==> src/rtl/register_file_18_pkg.sv <==
// Shared defaults and clear-sequencer state encoding for register_file_18.
package register_file_18_pkg;

    localparam int unsigned RF_DATA_W   = 18;
    localparam int unsigned RF_ADDR_W   = 4;
    localparam int unsigned RF_NUM_REGS = 16;

    typedef enum logic [1:0] {
        ST_IDLE  = 2'd0,
        ST_CLEAR = 2'd1,
        ST_DONE  = 2'd2
    } clr_state_e;

endpackage

==> src/rtl/register_file_18_clear_ctrl.sv <==
// Bulk-clear sequencer: walks every register index once, then pulses done.
module regfile_clear_ctrl
    import register_file_18_pkg::*;
#(
    parameter int unsigned ADDR_W   = RF_ADDR_W,
    parameter int unsigned NUM_REGS = RF_NUM_REGS
) (
    input  logic              clk,
    input  logic              rst_n,
    input  logic              clr_req_i,
    output logic              busy_o,
    output logic              clr_done_o,
    output logic              clr_we_o,
    output logic [ADDR_W-1:0] clr_idx_o
);

    localparam logic [ADDR_W-1:0] LAST_IDX = ADDR_W'(NUM_REGS - 1);

    clr_state_e        state_q, state_d;
    logic [ADDR_W-1:0] cnt_q, cnt_d;

    always_ff @(posedge clk or negedge rst_n) begin
        if (!rst_n) begin
            state_q <= ST_IDLE;
            cnt_q   <= '0;
        end else begin
            state_q <= state_d;
            cnt_q   <= cnt_d;
        end
    end

    always_comb begin
        state_d = state_q;
        cnt_d   = cnt_q;
        unique case (state_q)
            ST_IDLE: begin
                if (clr_req_i) begin
                    state_d = ST_CLEAR;
                    cnt_d   = '0;
                end
            end
            ST_CLEAR: begin
                // Leave CLEAR on the last index so the counter never starts a second pass.
                if (cnt_q == LAST_IDX) begin
                    state_d = ST_DONE;
                    cnt_d   = '0;
                end else begin
                    cnt_d = cnt_q + 1'b1;
                end
            end
            ST_DONE:  state_d = ST_IDLE;
            default:  state_d = ST_IDLE;
        endcase
    end

    assign busy_o     = (state_q != ST_IDLE);
    assign clr_done_o = (state_q == ST_DONE);
    assign clr_we_o   = (state_q == ST_CLEAR);
    assign clr_idx_o  = cnt_q;

endmodule

==> src/rtl/register_file_18.sv <==
// 2-read/1-write register file with sequenced bulk clear.
// Optional write-to-read forwarding is enabled by defining REGFILE_BYPASS_EN.
module register_file_18
    import register_file_18_pkg::*;
#(
    parameter int unsigned DATA_W   = RF_DATA_W,
    parameter int unsigned NUM_REGS = RF_NUM_REGS,
    parameter int unsigned ADDR_W   = RF_ADDR_W
) (
    input  logic              clk,
    input  logic              rst_n,
    input  logic              we,
    input  logic [ADDR_W-1:0] waddr,
    input  logic [DATA_W-1:0] wdata,
    input  logic [ADDR_W-1:0] raddr_a,
    input  logic [ADDR_W-1:0] raddr_b,
    output logic [DATA_W-1:0] rdata_a,
    output logic [DATA_W-1:0] rdata_b,
    input  logic              clr_req,
    output logic              busy,
    output logic              clr_done
);

    if (NUM_REGS != (1 << ADDR_W)) begin : g_bad_cfg
        $error("register_file_18: NUM_REGS must equal 2**ADDR_W");
    end

    logic [NUM_REGS-1:0][DATA_W-1:0] regs_q, regs_d;
    logic                            clr_we;
    logic [ADDR_W-1:0]               clr_idx;
    logic                            wr_acc;

    regfile_clear_ctrl #(
        .ADDR_W   (ADDR_W),
        .NUM_REGS (NUM_REGS)
    ) u_clear_ctrl (
        .clk        (clk),
        .rst_n      (rst_n),
        .clr_req_i  (clr_req),
        .busy_o     (busy),
        .clr_done_o (clr_done),
        .clr_we_o   (clr_we),
        .clr_idx_o  (clr_idx)
    );

    // Host writes only land in IDLE; a write coincident with clr_req still lands.
    assign wr_acc = we && !busy;

    always_comb begin
        regs_d = regs_q;
        if (clr_we) begin
            regs_d[clr_idx] = '0;
        end else if (wr_acc) begin
            regs_d[waddr] = wdata;
        end
    end

    always_ff @(posedge clk or negedge rst_n) begin
        if (!rst_n) begin
            regs_q <= '0;
        end else begin
            regs_q <= regs_d;
        end
    end

    always_comb begin
        rdata_a = regs_q[raddr_a];
        rdata_b = regs_q[raddr_b];
`ifdef REGFILE_BYPASS_EN
        if (wr_acc && (raddr_a == waddr)) rdata_a = wdata;
        if (wr_acc && (raddr_b == waddr)) rdata_b = wdata;
`endif
    end

endmodule

==> config.mk <==
export PLATFORM = sky130hd
export DESIGN_NAME = register_file_18
export DESIGN_NICKNAME = d
export VERILOG_FILES = /design/src/rtl/register_file_18_pkg.sv /design/src/rtl/register_file_18_clear_ctrl.sv /design/src/rtl/register_file_18.sv
export SDC_FILE = /design/constraint.sdc
export NUM_CORES = 1
export LEC_CHECK = 0
export ABC_AREA = 0
export CORE_MARGIN = 3
export CORE_UTILIZATION = 40
export CTS_BUF_LIST = sky130_fd_sc_hd__clkbuf_8
export DETAILED_ROUTE_END_ITERATION = 16
export GPL_TIMING_DRIVEN = 0
export SLEW_MARGIN = 5
export SYNTH_ARGS = -nofsm -noshare
export SYNTH_HDL_FRONTEND = slang
export SYNTH_SLANG_ARGS = --single-unit
==> constraint.sdc <==
create_clock -name clk -period 2.6 [get_ports clk]
set_input_delay 0.52 -clock clk [delete_from_list [all_inputs] [get_ports clk]]
set_output_delay 0.52 -clock clk [all_outputs]
set_load 0.01 [all_outputs]
==> flow_summary.toml <==
[critical_path]
max_stage_delay_ns = 0.50
r2r.worst_path.cells = 6
cp_data_required_time_ns = 2.08
worstPathArrival_ns = 2.07
endpoint_kind = "primary output"
worst_setup_path_start_kind = "flip-flop"
cp_max_fo = 3
path_cells = "mux4_2 > a22oi_1 > nand2_1 > buf_2"
worstSetupPathType = "flip-flop to primary output"
cp_slowest_cell = "mux4_2"

[power]
p_seq_share_pct = 40.9
p_sw_share_pct = 34.32
p_switching_mw = 5.346
intPower_mw = 10.23
p_clk_share_pct = 29.2
irDropWorstVdd_mv = 0.5938
combPwrFrac_pct = 29.9
p_leak_nw = 7.971
power_density_mw_per_mm2 = 877.3

[yosys]
yosysWarnings = 0
synthesis.nets = 1130
seq_area_frac_synth_pct = 48.43
async_flop_share_pct = 100.0
synth_cell_types = 37
synth_edf_count = 0
ys_ff_latch = 294
syn_avg_cell_area_um2 = 13.91
synth_flop_cell = "dfrtp_1"
synthesis.instances = 1092
synthesis.area_mm2 = 0.01519

[placement]
dp_slack_ns = -0.9858
placed_cells_incl_taps = 1645
place_congestion = 0.9416
place_hpwl_mm = 35.37
port_buffers = 47

[timing]
drv_slew = 0
setup_viol = 0
relSlewSlack_pct = 49.10
max_freq_mhz = 386.3
layout_setup_ws_ns = 0.01159
tightest_slew_ns = 0.7635
fin_crit_ns = 2.588
skew_ns = 0.03274
fin_crit_sh_pct = 99.55
hold_violations = 0
fin_setup_tns_ns = 0

[cts]
cts_root_buffer = "clkbuf_8"
tritoncts = "done"
cts_buffers = 51
cts_buffer_depth = 3
clkTransAtPathRegs_ns = 0.06
insertion_delay_ns = 0.61
htree_levels = 2
cts.sinks = 294

[layout]
syn_to_final_growth_pct = 16.88
drive_above_1_share_pct = 33.12
final_common_cell = "dfrtp_1"
num_antenna_cells = 0
num-fill-cells = 3264
stdcell_count = 1742
final_cell_mix = "dfrtp_1 (294), a22o_1 (290), mux4_2 (144)"
finalNetCount = 1236

[drt]
drc = 0
first_iter_violations = 1315
drt.antenna.violating_nets = 0
first_pass_iters = 6
viasPerCell = 6.571
wl_per_cell_um = 28.77
vias = 11450
wirelength_mm = 50.12

[global_route]
grt_first_pass_wirelength_mm = 75.61
busiest_layer = "met2"
grt_usage_pct = 24.63
grt_start_max_net_pins = 115
first_global_vias = 11600
met1_usage_pct = 35.00
use_met3_pct = 4.605
antenna_found_initial = 0
grtUsageMet2_pct = 37.82
grt-ovfl-total = 0

[die]
start_util_pct = 41.01
dieArea_mm2 = 0.04035
rows = 70
fp.dieH_um = 200.9
die_w_um = 200.9
io_pins = 72
core_mm2 = 0.03705

[run_status]
outcome = "completed"

[min_path]
hold_path_depth = 2
min-delay-path-class = "primary input to flip-flop"

[run]
maxCapViolCount = 0
[synth_stat cells (5+ instances only)]
library cell  instances  area share [%]
nor2_2               14            0.58
buf_2                53             1.7
nor2b_1              10            0.41
or2_2                 5            0.21
nor2_1                9            0.22
buf_1                26            0.64
a31oi_1               9            0.37
nand2_1              43             1.1
clkbuf_1             58             1.4
a22o_1              290              17
or3_1                 9            0.37
mux4_2              144              21
a22oi_1              72             3.6
a21oi_1              10            0.33
dfrtp_1             294              48
[power by group through the flow]
stage	Combinational [mW]	Sequential, mW	Clock (mW)
6_report	4.66	6.37	4.55
3_5_place_dp	4.60	6.39	0
2_1_floorplan	3.08	6.13	0
4_1_cts	4.58	6.34	4.61
5_1_grt	4.94	6.49	4.84
3_3_place_gp	4.51	6.37	0
[cell type report]
cell class	instances	area (um^2)	share of cell area [%]
clock inverters	30	221.5	1.247
flip-flops and latches	294	7357	41.43
multi-input cells	655	7375	41.53
clock buffers	63	867.1	4.883
repair buffers	56	435.4	2.452
inverters	3	11.26	0.06342
plain buffers	137	859.6	4.841
well taps	504	630.6	3.551
[registers in the layout (all words and copies together), names as in the netlist]
| register | flops |
|---|---|
| regs_q | 288 |
| u_clear_ctrl.clr_idx_o | 4 |
| u_clear_ctrl.state_q | 2 |
[routing by layer]
metal  routed length (um)  up-vias
li1                     -     4659
met1                20830     6111
met2                23460      569
met3                 3735      108
met4                 2088        0
met5                    0        -
[cell families (layout without fill, tap and decap cells)]
group           Yosys count  in the layout  share of synthesized area, %
fa+ha+maj                 4              4                        0.3294
compound gates          393            393                         21.62
simple gates            113            113                         4.085
buf+inv                 143            289                         4.118
mux                     145            145                         21.42
flops                   294            294                         48.43
[stage by stage]
stage	total power [mW]	area, um^2	util [%]	hold slack, ns
after global routing	16.26	17760	47.93	0.3350
after detailed placement	10.99	16350	44.14	0.4968
after floorplan	9.217	15190	-	0.2244
final	15.58	17760	47.93	0.3456
after CTS	15.53	17630	47.59	0.3221
after global placement	10.88	16290	43.98	0.4934
[worst max-delay path: cells and delay by family (launching register included)]
family	cells	cell delay, ns
flops	1	0.40
buf+inv	1	0.18
simple gates	1	0.17
mux	1	0.50
compound gates	1	0.20
[worst paths after layout]
kind	slack, ns	endpoint	from
hold reg to reg	0.52	regs_q[115]$_DFFE_PN0P_	regs_q[115]$_DFFE_PN0P_
min in group asynchronous	0.54	regs_q[281]$_DFFE_PN0P_	rst_n
setup / recovery	0.01	rdata_a[4]	regs_q[58]$_DFFE_PN0P_
setup reg to reg	0.14	regs_q[48]$_DFFE_PN0P_	u_clear_ctrl.state_q[0]$_DFFE_PN0P_
hold / removal	0.35	regs_q[23]$_DFFE_PN0P_	wdata[5]
max in group asynchronous	1.05	regs_q[38]$_DFFE_PN0P_	rst_n
[timing repair]
item,in CTS,in global routing
setup endpoints to repair,38,30
hold buffers,1,0
resized for setup,227,49
buffers inserted,1,5
endpoints found under the hold margin,52,0
pin swaps,19,16
Note: power is estimated with default switching activity, not from simulation.
